## src/rtl/seq_ones_counter.sv

```systemverilog
// Sequential population counter: counts the ones in a WIDTH-bit word,
// CHUNK bits per clock, under a start/busy/done handshake. An optional
// saturating accumulator sums counts across words.
//
// Handshake: start is only sampled in IDLE, and data_in and mode are captured
// on that same edge. busy stays high from the cycle after acceptance through
// the DONE cycle. done is a single-cycle pulse, and count/total are valid
// in that cycle. A start seen while busy is dropped and never queued.
module seq_ones_counter #(
  parameter  int WIDTH = 16,
  parameter  int CHUNK = 4,
  parameter  int ACC_W = 8,
  localparam int CW    = $clog2(WIDTH + 1)
) (
  input  logic             clk,
  input  logic             rst,
  input  logic             start,
  input  logic             mode,
  input  logic             clear,
  input  logic [WIDTH-1:0] data_in,
  output logic             busy,
  output logic             done,
  output logic [CW-1:0]    count,
  output logic [ACC_W-1:0] total,
  output logic             sat
);

  localparam int N     = WIDTH / CHUNK;
  localparam int IDX_W = (N > 1) ? $clog2(N) : 1;

  typedef enum logic [1:0] {
    S_IDLE = 2'd0,
    S_RUN  = 2'd1,
    S_DONE = 2'd2
  } state_e;

  state_e             state_q;
  logic [WIDTH-1:0]   shift_q;
  logic [CW-1:0]      partial_q;
  logic [IDX_W-1:0]   idx_q;
  logic               mode_q;
  logic               busy_q;
  logic               done_q;
  logic [CW-1:0]      count_q;
  logic [ACC_W-1:0]   total_q;
  logic               sat_q;

  logic [CW-1:0]      chunk_ones;
  logic [CW-1:0]      sum_d;
  logic [ACC_W:0]     acc_sum_d;
  logic               last_chunk;

  // Ones in the low CHUNK bits of a word.
  function automatic logic [CW-1:0] popcnt(input logic [CHUNK-1:0] v);
    logic [CW-1:0] c;
    c = '0;
    for (int i = 0; i < CHUNK; i++) begin
      c = c + CW'(v[i]);
    end
    return c;
  endfunction

  // Per-cycle arithmetic: chunk popcount, running sum, and the accumulator
  // sum, which carries one extra bit so an overflow shows up as the MSB.
  always_comb begin
    chunk_ones = popcnt(shift_q[CHUNK-1:0]);
    sum_d      = partial_q + chunk_ones;
    acc_sum_d  = {1'b0, total_q} + {{(ACC_W + 1 - CW){1'b0}}, sum_d};
    last_chunk = (idx_q == IDX_W'(N - 1));
  end

  // Control FSM together with all registered outputs. A clear in the same
  // cycle as a total update overrides it, because it is the last assignment.
  always_ff @(posedge clk) begin
    if (rst) begin
      state_q   <= S_IDLE;
      shift_q   <= '0;
      partial_q <= '0;
      idx_q     <= '0;
      mode_q    <= 1'b0;
      busy_q    <= 1'b0;
      done_q    <= 1'b0;
      count_q   <= '0;
      total_q   <= '0;
      sat_q     <= 1'b0;
    end else begin
      done_q <= 1'b0;
      case (state_q)
        S_IDLE: begin
          if (start) begin
            shift_q   <= data_in;
            mode_q    <= mode;
            partial_q <= '0;
            idx_q     <= '0;
            busy_q    <= 1'b1;
            state_q   <= S_RUN;
          end
        end
        S_RUN: begin
          partial_q <= sum_d;
          shift_q   <= shift_q >> CHUNK;
          idx_q     <= idx_q + IDX_W'(1);
          if (last_chunk) begin
            count_q <= sum_d;
            done_q  <= 1'b1;
            state_q <= S_DONE;
            if (mode_q) begin
              if (acc_sum_d[ACC_W]) begin
                total_q <= '1;
                sat_q   <= 1'b1;
              end else begin
                total_q <= acc_sum_d[ACC_W-1:0];
              end
            end else begin
              total_q <= ACC_W'(sum_d);
            end
          end
        end
        S_DONE: begin
          busy_q  <= 1'b0;
          state_q <= S_IDLE;
        end
        default: begin
          busy_q  <= 1'b0;
          state_q <= S_IDLE;
        end
      endcase
      if (clear) begin
        total_q <= '0;
        sat_q   <= 1'b0;
      end
    end
  end

  assign busy  = busy_q;
  assign done  = done_q;
  assign count = count_q;
  assign total = total_q;
  assign sat   = sat_q;

endmodule

```

## config.mk

```make
export PLATFORM = sky130hd
export DESIGN_NAME = seq_ones_counter
export DESIGN_NICKNAME = d
export VERILOG_FILES = /design/src/rtl/seq_ones_counter.sv
export SDC_FILE = /design/constraint.sdc
export NUM_CORES = 1
export LEC_CHECK = 0
export CAP_MARGIN = 20
export CELL_PAD_IN_SITES_DETAIL_PLACEMENT = 0
export CELL_PAD_IN_SITES_GLOBAL_PLACEMENT = 2
export CORE_MARGIN = 5
export CORE_UTILIZATION = 33
export CTS_CLUSTER_SIZE = 12
export DETAILED_ROUTE_END_ITERATION = 8
export GPL_ROUTABILITY_DRIVEN = 0
export PLACE_DENSITY_LB_ADDON = 0.1
export SLEW_MARGIN = 10
export SYNTH_ARGS = -nofsm -noshare
export SYNTH_HDL_FRONTEND = slang
export SYNTH_SLANG_ARGS = --single-unit
```

## constraint.sdc

```tcl
create_clock -name clk -period 6.2 [get_ports clk]
set_input_delay 0.93 -clock clk [delete_from_list [all_inputs] [get_ports clk]]
set_output_delay 0.93 -clock clk [all_outputs]
set_load 0.1 [all_outputs]
```

==> PnR_summary.wiki <==
{| class="wikitable"
! Metric !! Value
|-
| Outcome || finished clean
|-
| Number of vias per cell || 5.09
|-
| Starting DRC count in detailed routing || 79
|-
| Number of search-and-repair iterations in the first detailed-routing pass || 4
|-
| CTS sink cnt || 42
|-
| Nature of the critical path startpoint || register
|-
| Multi-input logic area || 1110 µm²
|-
| Share of post-route cells with drive strength above 1 || 5.65%
|-
| Ranking of synthesized cells by area || sky130_fd_sc_hd__dfxtp_1, sky130_fd_sc_hd__nand2_1, sky130_fd_sc_hd__a21oi_1
|-
| Mean instance size in the synthesized netlist || 8.26 µm²
|-
| Count of cells along the worst register-to-register path || 12
|-
| Antenna Nets Post-Route || 0
|-
| Arrival time worst endpoint || 3.71 ns
|-
| Final-report max-slew violation count || 0
|-
| Tightest Pin Transition || 0.977 ns
|-
| Largest net degree at the start of global routing || 37
|-
| Part of the cycle the worst path needs || 56.3%
|-
| Share of async-settable or async-resettable flops after synthesis || 0%
|-
| Register Area || 841 µm²
|-
| Remaining Overflow, GRT || 0
|-
| Most common cell after layout, fill and taps aside || sky130_fd_sc_hd__nand2_1
|-
| Prevailing post-synth register cell || sky130_fd_sc_hd__dfxtp_1
|-
| Cell count after placement || 353
|-
| Crit path required time || 6.42 ns
|-
| Number of instances resized during post-cts repair || 0
|-
| Hold-fix buffers, CTS || 0
|-
| Relative area change from synthesis to final layout || 21.5%
|-
| Hold Vio Cnt, Final || 0
|-
| Number of antenna violations at the first check in global routing || 0
|-
| Total number of vias || 1,832
|-
| Antenna diode instance count || 0
|-
| Highest net fanout along the worst path || 5
|-
| Post-synth EDFFs || 0
|-
| GRT Total Usage || 12.9%
|-
| HPWL reported at the end of detailed placement || 3.39 mm
|-
| Clock tree from TritonCTS || built
|-
| Top Ports || 37
|-
| Power density relative to cell area || 216 nW/µm²
|-
| Max Buffers Root-to-Sink || 2
|-
| Cell type with the largest total area after synthesis || sky130_fd_sc_hd__dfxtp_1
|-
| Num CTS Buffers || 5
|-
| Via count of the first global-routing pass || 1,766
|-
| # setup viols final || 0
|-
| WL/cell || 13.8 µm
|-
| Wire length of the first global-routing pass || 8.64 mm
|-
| Register bit count reported by yosys || 42
|-
| Number of instances on the worst hold path || 2
|-
| Syn_nets || 287
|-
| Clock insertion delay at the later pin of the skew report || 0.29 ns
|-
| Type of the setup path with the least slack || register to register
|-
| Wire length after detailed routing || 4.97 mm
|-
| Final setup TNS || 0 ns
|-
| Count of input and output buffers || 36
|-
| Initial cell density of the core || 33.4%
|-
| Min-delay src || count[1]$_SDFFE_PP0P_
|-
| Sequential area share after synthesis || 40.1%
|-
| Worst reg2reg path startpoint || shift_q[0]$_SDFFE_PP0P_
|-
| Unrepaired setup endpoints after global routing || no
|-
| Critical path endpoint category || register
|-
| Clock input transition at the sequential cells of the worst setup and hold paths || 0.09 ns
|-
| Synthesized cell area || 2100 µm²
|-
| Core region area || 6280 µm²
|-
| Worst IR Drop VDD || 0.0868 mV
|-
| Yosys warnings || 0
|-
| Die outline area || 8050 µm²
|-
| Number of nets in the final layout || 316
|-
| Timing-limited maximum frequency || 287 MHz
|-
| Reg2Reg Setup Slack || 2.71 ns
|-
| Fraction of synthesized cell area taken by the top area cell type || 40.1%
|-
| Type of the worst min-delay path || register to register
|-
| Time the final worst path needs with I/O delays and setup || 3.49 ns
|-
| Static leakage power || 0.943 nW
|-
| Number of different library cells in the post-synthesis netlist || 40
|-
| Setup Buffers After CTS || 0
|-
| Commonest non-fill, non-tap cells in the layout || sky130_fd_sc_hd__nand2_1, sky130_fd_sc_hd__dfxtp_1, sky130_fd_sc_hd__clkdlybuf4s50_1, sky130_fd_sc_hd__nor2_1, sky130_fd_sc_hd__a21oi_1
|-
| Master cell of the clock root buffer || sky130_fd_sc_hd__clkbuf_8
|-
| DRC errors left || 0
|-
| Site row count || 29
|-
| Layout Skew || 0.0126 ns
|-
| Cell count after synthesis || 254
|-
| Die boundary height || 89.7 µm
|-
| Reg2Reg Capture Point || total[7]$_SDFFE_PP0P_
|-
| Worst Hold Endpoint || count[1]$_SDFFE_PP0P_
|-
| X dimension of the die || 89.7 µm
|-
| Count of H-tree levels built during CTS || 2
|-
| Filler instances || 674
|-
| Relative slew margins || 34.7%
|-
| Final Instance Count excl. Fillers || 360
|-
| Maximum Capacitance Violations || 0
|}
==> logic make-up (layout without fill, tap and decap cells) <==
| kind of cell | count (synthesis) | count (layout) | share of synthesized area [%] |
|---|---|---|---|
| AND/OR/NAND/NOR | 107 | 107 | 22.4 |
| multiplexers | 1 | 1 | 0.537 |
| AO/OA/AOI/OAI | 58 | 58 | 19.2 |
| adder cells (fa/ha/maj) | 12 | 12 | 8.59 |
| flip-flops | 42 | 42 | 40.1 |
| buffers and inverters | 29 | 58 | 7.10 |
| XOR/XNOR | 5 | 5 | 2.09 |
==> worst max-delay path by stage <==
stage	cells after the start	startpoint	to
floorplan	11	shift_q[0]$_SDFFE_PP0P_	total[7]$_SDFFE_PP0P_
global placement	12	shift_q[0]$_SDFFE_PP0P_	total[7]$_SDFFE_PP0P_
detailed placement	12	shift_q[0]$_SDFFE_PP0P_	total[7]$_SDFFE_PP0P_
CTS	12	shift_q[0]$_SDFFE_PP0P_	total[7]$_SDFFE_PP0P_
global route	13	shift_q[0]$_SDFFE_PP0P_	total[7]$_SDFFE_PP0P_
finish	12	shift_q[0]$_SDFFE_PP0P_	total[7]$_SDFFE_PP0P_
==> power by group <==
part	leakage, nW	internal [W]	switching, W	total [W]
clock	0.0383	0.0000777	0.0000926	0.000170
sequential	0.343	0.000282	0.00000856	0.000291
combinational	0.562	0.0000367	0.0000525	0.0000893
total	0.943	0.000397	0.000154	0.000551
==> flip-flops by register name, indices dropped and copies added (netlist names) <==
name,count
idx_q,2
count,5
partial_q,5
shift_q,16
mode_q,1
busy,1
state_q,2
sat,1
done,1
total,8
==> per-layer routing <==
metal / share of wire (%) / vias to the layer above / track usage (%)
met4: 1.2 / 0 / 3.78
met2: 47 / 39 / 21.9
met3: 4.9 / 6 / 3.17
li1: - / 936 / -
met1: 47 / 851 / 16.0
met5: 0 / - / 0
==> through the flow <==
stage	power, W	instance area (µm²)	utilization [%]	setup slack (ns)	hold slack, ns
finish	0.000551	2550	40.6	2.71	0.455
global route	0.000586	2550	40.6	2.49	0.472
CTS	0.000562	2550	40.6	2.69	0.458
detailed placement	0.000389	2470	39.4	2.73	0.446
global placement	0.000389	2470	39.4	2.74	0.444
floorplan	0.000358	2100	-	3.00	0.448
==> layout make-up <==
type | instances | area share [%]
inverters | 12 | 1.77
clock buffers | 7 | 2.99
flip-flops and latches | 42 | 33.0
multi-input cells | 183 | 43.4
well taps | 77 | 3.78
repair buffers | 39 | 15.0
==> cells in the mapped netlist (all sizes together) (3+ instances only) <==
master   n
xor2     3
fa       4
dfxtp   42
a211oi   5
clkbuf  11
a31oi    3
nor2    30
a21oi   23
inv     12
nand2   46
nand3   14
o21ai    4
nor3     7
a311oi  12
ha       8
buf      6
==> worst max-delay path: stages, from the launching register on <==
cell and delay, ns:
sky130_fd_sc_hd__dfxtp_1 0.33, sky130_fd_sc_hd__fa_1 0.46, sky130_fd_sc_hd__inv_1 0.08, sky130_fd_sc_hd__fa_1 0.20
sky130_fd_sc_hd__inv_1 0.07, sky130_fd_sc_hd__fa_1 0.58, sky130_fd_sc_hd__inv_1 0.09, sky130_fd_sc_hd__fa_1 0.47
sky130_fd_sc_hd__nand3b_1 0.26, sky130_fd_sc_hd__a21oi_1 0.29, sky130_fd_sc_hd__o211ai_1 0.12, sky130_fd_sc_hd__mux2_2 0.29
sky130_fd_sc_hd__a211oi_2 0.20
Note: power is estimated with default switching activity, not from simulation.
